**src/rtl/mode_select_ctrl_if.sv**
```systemverilog
// Pin-side signals of the mode selector: raw buttons/switch in, mode code out.
interface mode_select_ctrl_if;
    logic       btn_next;
    logic       btn_prev;
    logic       auto_en;
    logic [2:0] state;
    logic       state_changed;

    modport master (
        output btn_next, btn_prev, auto_en,
        input  state, state_changed
    );

    modport slave (
        input  btn_next, btn_prev, auto_en,
        output state, state_changed
    );
endinterface

```
**src/rtl/mode_select_ctrl.sv**
```systemverilog
// Display-mode selector: synchronises and debounces next/prev buttons,
// steps a wrap-around mode code and optionally auto-advances on a timer.

// One button channel: two-flop synchroniser followed by a level debouncer.
module msc_debounce #(
    parameter int DEBOUNCE_CYCLES = 250000
) (
    input  logic sys_clk,
    input  logic sys_rst,
    input  logic raw,
    output logic db
);
    localparam int            CW       = $clog2(DEBOUNCE_CYCLES);
    localparam logic [CW-1:0] CNT_LAST = CW'(DEBOUNCE_CYCLES - 1);

    logic          s1, s2;
    logic [CW-1:0] cnt;

    // Two-flop synchroniser for the asynchronous button pin.
    always_ff @(posedge sys_clk) begin
        if (sys_rst) begin
            s1 <= 1'b0;
            s2 <= 1'b0;
        end else begin
            s1 <= raw;
            s2 <= s1;
        end
    end

    // Accept a new level only after it has differed from db for the full window;
    // any bounce back to db restarts the count.
    always_ff @(posedge sys_clk) begin
        if (sys_rst) begin
            db  <= 1'b0;
            cnt <= '0;
        end else if (s2 == db) begin
            cnt <= '0;
        end else if (cnt == CNT_LAST) begin
            db  <= s2;
            cnt <= '0;
        end else begin
            cnt <= cnt + 1'b1;
        end
    end
endmodule

module mode_select_ctrl #(
    parameter int NUM_MODES       = 4,
    parameter int DEBOUNCE_CYCLES = 250000,
    parameter int AUTO_CYCLES     = 50000000
) (
    input  logic             sys_clk,
    input  logic             sys_rst,
    mode_select_ctrl_if.slave bus
);
    localparam int            AW        = $clog2(AUTO_CYCLES);
    localparam logic [AW-1:0] AUTO_LAST = AW'(AUTO_CYCLES - 1);
    localparam logic [2:0]    LAST_MODE = 3'(NUM_MODES - 1);

    // Bit 0 is the next button, bit 1 the prev button.
    logic [1:0]    btn_raw, btn_db, btn_db_q, press;
    logic          any_press;
    logic          a_s1, a_s2;
    logic [AW-1:0] auto_cnt;
    logic          auto_tick;
    logic [2:0]    state_q, state_nxt;
    logic          chg_q;

    assign btn_raw = {bus.btn_prev, bus.btn_next};

    for (genvar i = 0; i < 2; i++) begin : g_btn
        msc_debounce #(.DEBOUNCE_CYCLES(DEBOUNCE_CYCLES)) u_db (
            .sys_clk (sys_clk),
            .sys_rst (sys_rst),
            .raw     (btn_raw[i]),
            .db      (btn_db[i])
        );
    end

    // Delay debounced levels one cycle so a press is a single-cycle rising-edge pulse.
    always_ff @(posedge sys_clk) begin
        if (sys_rst) btn_db_q <= '0;
        else         btn_db_q <= btn_db;
    end

    assign press     = btn_db & ~btn_db_q;
    assign any_press = |press;

    // The slide switch only needs synchronising; it is a slow level.
    always_ff @(posedge sys_clk) begin
        if (sys_rst) begin
            a_s1 <= 1'b0;
            a_s2 <= 1'b0;
        end else begin
            a_s1 <= bus.auto_en;
            a_s2 <= a_s1;
        end
    end

    assign auto_tick = a_s2 && (auto_cnt == AUTO_LAST);

    // Auto-advance timer; a press (even a cancelled pair) restarts the period.
    always_ff @(posedge sys_clk) begin
        if (sys_rst || any_press || !a_s2 || auto_tick) auto_cnt <= '0;
        else                                            auto_cnt <= auto_cnt + 1'b1;
    end

    // Next mode: presses beat the timer, and opposite presses cancel out.
    always_comb begin
        state_nxt = state_q;
        if (press == 2'b01 || (press == 2'b00 && auto_tick))
            state_nxt = (state_q == LAST_MODE) ? 3'd0 : state_q + 3'd1;
        else if (press == 2'b10)
            state_nxt = (state_q == 3'd0) ? LAST_MODE : state_q - 3'd1;
    end

    // Mode register with a change flag registered alongside it.
    always_ff @(posedge sys_clk) begin
        if (sys_rst) begin
            state_q <= 3'd0;
            chg_q   <= 1'b0;
        end else begin
            state_q <= state_nxt;
            chg_q   <= (state_nxt != state_q);
        end
    end

    assign bus.state         = state_q;
    assign bus.state_changed = chg_q;
endmodule

```
**src/flat_wrapper.sv**
```systemverilog
// flat-port wrapper written by rule: the top's interface ports become plain ports
module mode_select_ctrl_flat 
#(
    parameter int NUM_MODES       = 4,
    parameter int DEBOUNCE_CYCLES = 250000,
    parameter int AUTO_CYCLES     = 50000000
)
  (sys_clk, sys_rst, bus_btn_next, bus_btn_prev, bus_auto_en, bus_state, bus_state_changed);
  mode_select_ctrl_if bus_i ();
  input  logic sys_clk;
  input  logic sys_rst;
  input wire logic [$bits(bus_i.btn_next)-1:0] bus_btn_next;
  input wire logic [$bits(bus_i.btn_prev)-1:0] bus_btn_prev;
  input wire logic [$bits(bus_i.auto_en)-1:0] bus_auto_en;
  output wire logic [$bits(bus_i.state)-1:0] bus_state;
  output wire logic [$bits(bus_i.state_changed)-1:0] bus_state_changed;
  assign bus_i.btn_next = bus_btn_next;
  assign bus_i.btn_prev = bus_btn_prev;
  assign bus_i.auto_en = bus_auto_en;
  assign bus_state = bus_i.state;
  assign bus_state_changed = bus_i.state_changed;
  mode_select_ctrl #(.NUM_MODES(NUM_MODES), .DEBOUNCE_CYCLES(DEBOUNCE_CYCLES), .AUTO_CYCLES(AUTO_CYCLES)) u_core (.sys_clk(sys_clk), .sys_rst(sys_rst), .bus(bus_i));
endmodule
```
**config.mk**
```make
export PLATFORM = sky130hd
export DESIGN_NAME = mode_select_ctrl_flat
export DESIGN_NICKNAME = d
export VERILOG_FILES = /design/src/rtl/mode_select_ctrl_if.sv /design/src/rtl/mode_select_ctrl.sv /design/src/flat_wrapper.sv
export SDC_FILE = /design/constraint.sdc
export NUM_CORES = 1
export LEC_CHECK = 0
export CAP_MARGIN = 20
export CORE_ASPECT_RATIO = 1.5
export CORE_MARGIN = 1.5
export CORE_UTILIZATION = 61
export CTS_CLUSTER_SIZE = 10
export DETAILED_ROUTE_END_ITERATION = 8
export PLACE_DENSITY = 0.79
export SYNTH_ARGS = -nofsm -noshare
export SYNTH_HDL_FRONTEND = slang
export SYNTH_SLANG_ARGS = --single-unit
```
**constraint.sdc**
```tcl
create_clock -name sys_clk -period 2.4 [get_ports sys_clk]
set_input_delay 0.24 -clock sys_clk [delete_from_list [all_inputs] [get_ports sys_clk]]
set_output_delay 0.24 -clock sys_clk [all_outputs]
set_load 0.01 [all_outputs]
```
[Yosys cells after proc, flatten, opt, wreduce, memory -nomap -nowiden]
Index checks and enable logic that the tools add are counted.
Word-level totals
  flip-flop bits (word level): 76
  bits of input ports: 5
  logic and storage cells: 50
Cells by class
  $add $sub $neg: 5
  equality and inequality tests: 9
  multiplexer cells: 4
  bitwise gates (word level): 4
  reductions and logical operators: 14
Operators with widths (count)
  18-bit by 1-bit adder with 18-bit output, second input constant: 2
  18-bit == test, second input constant: 2
  26-bit by 1-bit adder with 26-bit output, second input constant: 1
  26-bit == test, second input constant: 1
  3-bit two-way mux: 4
  3-bit OR reduction: 2
  1-bit logical OR: 4
  2-bit AND reduction: 2
  3-bit by 1-bit adder with 3-bit output, second input constant: 1
  3-bit by 2-bit == test with 1-bit output, second input constant: 1
  3-bit logical NOT: 1
  3-bit inequality test: 1
  3-bit by 1-bit subtractor with 3-bit output, second input constant: 1
  2-bit AND: 1
  1-bit == test: 2
  2-bit by 1-bit == test with 1-bit output, second input constant: 1
  2-bit == test, second input constant: 1
  1-bit logical AND: 2
  2-bit logical NOT: 1
  1-bit inverter: 2
  2-bit inverter: 1
  2-bit OR reduction: 1
  1-bit logical NOT: 1

[Logic depth before layout (Yosys ltp)]
Gate-level depths: netlist (run 1).
  depth after elaboration: 7
  gate-level depth with buffers: 7

[Hierarchy]
Synthesis (run 1) repeated with hierarchy kept, for this count alone.
Second synthesis, totals
  cells, all modules: 386
  area, all modules: 3423.3 um^2
Modules (own cells, without submodules)
  msc_debounce: times used 2, cells an instance 104, area each 914.6 um^2, sequential area each 420.4 um^2
  mode_select_ctrl: times used 1, cells an instance 178, area each 1594.0 um^2, sequential area each 680.7 um^2

[Least setup slack after synthesis (run 1)]
No wires, ideal clock.
  path kind: reg2reg
  start: register u_core.auto_cnt[16]
  end: register u_core.state_q[0] (netlist: u_core.bus.state[0])
  library setup time: 0.083 ns
  arrival time: 1.792 ns
  data required time: 2.317 ns
  slack: 0.525 ns
  cell stages (with the launch flop): 6
  clock period less this slack: 1.875 ns
  cell sequence: dfxtp_1 > or4_4 > nor4_4 > a31oi_2 > mux2_4 > o31ai_4
On the way
  cells in the longest elaborated chain, start to end: 5
RTL lines
  start: declaration: line mode_select_ctrl.sv:64  | logic [AW-1:0] auto_cnt;
  start signal: assignment: line mode_select_ctrl.sv:105  | else auto_cnt <= auto_cnt + 1'b1;
  26-bit == test: line mode_select_ctrl.sv:100  | assign auto_tick = a_s2 && (auto_cnt == AUTO_LAST);
  1-bit logical AND: line mode_select_ctrl.sv:100
  1-bit logical AND: line mode_select_ctrl.sv:111  | if (press == 2'b01 || (press == 2'b00 && auto_tick))
  1-bit logical OR: line mode_select_ctrl.sv:111
  3-bit two-way mux: line mode_select_ctrl.sv:111
  end signal: assignment: line mode_select_ctrl.sv:123  | state_q <= state_nxt;
  end: declaration: line mode_select_ctrl.sv:66  | logic [2:0] state_q, state_nxt;
No other way between the ends.
A chain may end at the register's enable or synchronous reset.

[Worst setup path after layout (run 1)]
  start: register u_core.auto_cnt[16]
  end: register u_core.auto_cnt[15]
On the way
  cells in the longest elaborated chain, start to end: 3
RTL lines
  26-bit == test: line mode_select_ctrl.sv:100
  1-bit logical AND: line mode_select_ctrl.sv:100
  1-bit logical OR: line mode_select_ctrl.sv:104  | if (sys_rst || any_press || !a_s2 || auto_tick) auto_cnt <= '0;
No other way between the ends.

==> reports/results.txt, run 1 <==
Worst Setup Path Type = reg -> reg
Height of the die = 93.5 um
Synth area leader = dfxtp_1
Worst min-delay path class = in -> reg
Share of layout cells above drive strength 1 = 0.0740
Async SR Flop Fraction = 0
Final net count = 398
Die width = 63.3 um
Layout Cells excl Fill = 460
Synth top area share = 0.457
Row Count = 32
Grt total ovfl = 0
H-tree levels = 3
TNS Setup = 0 ns
Tot Pwr = 2.31 mW
Clock sink total = 76
Critical Path RT = 2.62 ns
Routability Congestion = 0.904
CTS Buf Count = 9
Dpl hpwl = 4240 um
Slew Viols, Final = 0
# DRC = 0
Initial Util = 0.640
Endpoint class of the critical path = flip-flop
Startpoint Class = flip-flop
Initial antenna violation count = 0
Status = complete, no violations
WHS = 0.440 ns
#FFs+latches synth = 76
Max Cap Viol = 0
Clk buf depth = 2
Area growth from synthesis to layout = 11.0%
Buf/Inv on CP = 0
Placed Area = 0.00351 sq mm
Final Critical Period = 2.06 ns
Fillers = 425
RSZ-0062 raised after global routing = no
Post-synthesis sequential area ratio = 0.457
Io pins = 9
Iter 0 DRT Violations = 136
Overall die area = 0.00592 sq mm
Post-route ant nets = 0
Worst vdd ir = 0.482 mV
Main synth FF type = dfxtp_1
Tot GR Track Use = 0.226
Cells after DPL = 444
Pin count of the biggest net entering global routing = 27
TritonRoute pass-1 iters = 4
Root buf cell = clkbuf_8
Clock transition at the registers of the reported paths = 0.08 ns
CTS tree = built
CP cell instances = or4_4 -> nor4_4 -> a31oi_2 -> nand3_2 -> nor2_1
Vias in the first global route = 2450
Synth warnings = 0
Cells after synthesis = 370
Leak = 1.22 nW
Final Hold Viols = 0
Mapped cell area = 0.00333 sq mm
Mapped Avg Cell Area = 9.00 sq um
Footprint of the multi-input gates = 0.00175 sq mm
Skew final = 0.0112 ns
CP top delay family = simple AND/OR/NAND/NOR gates
FF/Latch Area = 0.00152 sq mm
Wire per inst = 13.2 um
Final period util = 0.860
Net Count, Synth = 381
Postcts setup bufs = 0
Post_cts resized = 0
Port Buf Inserts = 8
Rel. slew slack = 0.581
Ant diodes = 0
Final WL = 6060 um
Slowest cell delay on critical path = 0.56 ns
Final instance area = 0.00370 sq mm
Global-route wire length before repair = 10600 um
Clock latency on the worst-skew pair = 0.35 ns
P per Cell Area = 626 mW/mm^2
Cts hold-fix bufs = 0
Slowest CP cell = or4_4
Vias = 2505
Worst Path Arrival = 2.29 ns
Avg Vias per Cell = 5.45
Count of final setup violators = 0
Slew @ Worst Pin = 0.623 ns
CP max FO = 26
Netlist cell types = 39
Fmax = 484 MHz
Core area = 0.00520 sq mm
EDFF count, synth = 0
Synth top area cells = dfxtp_1 46%, xor2_1 11%, nor2_1 9.2%
[area by class of cell]
type / count / area share
well taps: 68 / 0.0230
inverters: 6 / 0.00609
clock inverters: 6 / 0.0176
flip-flops and latches: 76 / 0.411
multi-input cells: 280 / 0.474
repair buffers: 14 / 0.0338
clock buffers: 10 / 0.0345
[report_power, final]
group          total, mW  switching, mW  internal, mW
sequential          1.28        0.00753          1.27
combinational     0.0793         0.0435        0.0357
clock              0.958          0.480         0.478
total               2.31          0.531          1.78
[synthesized netlist by cell type, types with 2 or more instances]
| cell type | n |
|---|---|
| dfxtp_1 | 76 |
| nor4b_1 | 2 |
| o21ai_0 | 2 |
| and3_1 | 6 |
| clkbuf_1 | 3 |
| buf_2 | 4 |
| or4b_1 | 2 |
| and4_1 | 9 |
| ha_1 | 6 |
| nand2_1 | 23 |
| nor3_1 | 5 |
| nand3_1 | 29 |
| inv_1 | 6 |
| nand2b_1 | 5 |
| and2_1 | 2 |
| mux2i_1 | 2 |
| nand4_1 | 12 |
| xor2_1 | 40 |
| or2_1 | 2 |
| nor4_1 | 4 |
| nor2b_1 | 13 |
| nor2_1 | 82 |
| xnor2_1 | 19 |
[routing by layer]
metal | up-vias | global-route usage | routed length [um]
met5 | - | 0 | 0
met4 | 0 | 0.112 | 118
met2 | 35 | 0.414 | 3180
met1 | 1181 | 0.246 | 2640
met3 | 10 | 0.0397 | 124
li1 | 1279 | - | -
[cell usage in the layout, fill, tap and decap left out, drive strengths merged, types with 2 or more instances in the layout]
cell type,synthesis,final
clkinvlp,0,4
ha,6,6
nand4,12,12
nor4,6,6
nand2b,5,5
and2,2,2
or4b,2,2
nor4b,2,2
nor3,5,5
mux2i,2,2
nand3,30,30
nor2b,13,13
and3,6,6
clkdlybuf4s50,0,8
dfxtp,76,76
buf,5,6
or2,2,2
o21ai,3,3
clkbuf,3,10
nand2,23,23
and4,9,9
xnor2,19,19
inv,6,6
xor2,40,40
nor2,82,82
[cells by family after synthesis]
family	count (synthesis)	share of synthesized area
compound gates	11	0.0312
xor+xnor	59	0.155
fa+ha+maj	6	0.0225
buf+inv	14	0.0173
flops	76	0.457
mux	3	0.0105
simple gates	201	0.307
[worst reg2reg max path: cells and delay by family, from the launching register on]
kind	cells	cell delay, ns
DFF	1	0.36
AOI/OAI and AO/OA	1	0.20
and+or+nand+nor	4	1.38
[final timing paths]
path | from | to | slack, ns | depth (start not counted)
max | u_core.auto_cnt[16] | u_core.auto_cnt[15] | 0.34 | 5
min | bus_btn_prev | u_core.g_btn[1].u_db.s1 | 0.44 | 2
max reg2reg | u_core.auto_cnt[16] | u_core.auto_cnt[15] | 0.34 | 5
min reg2reg | u_core.g_btn[0].u_db.s1 | u_core.g_btn[0].u_db.s2 | 0.45 | 1
[stage by stage]
stage	setup WS, ns	utilization
finish	0.335	0.711
floorplan	0.525	-
CTS	0.332	0.711
global placement	0.388	0.674
detailed placement	0.329	0.674
global route	0.168	0.711
[sequential cells by signal, indices dropped and copies added, names as in the netlist]
register / cells
u_core.g_btn.u_db.db: 2
u_core.bus.state: 3
u_core.g_btn.u_db.s1: 2
u_core.g_btn.u_db.s2: 2
u_core.a_s1: 1
u_core.g_btn.u_db.cnt: 36
u_core.auto_cnt: 26
u_core.btn_db_q: 2
u_core.a_s2: 1
u_core.bus.state_changed: 1
(Power assumes the default switching activity.)
==> run 2: changes to the inputs <==
--- a/config.mk
+++ b/config.mk
@@ -15,3 +15,4 @@
 export SYNTH_ARGS = -nofsm -noshare
 export SYNTH_HDL_FRONTEND = slang
 export SYNTH_SLANG_ARGS = --single-unit
+export TNS_END_PERCENT = 50
==> results of run 2 <==
No change in the layout: final DEF, timing and power equal those of run 1.
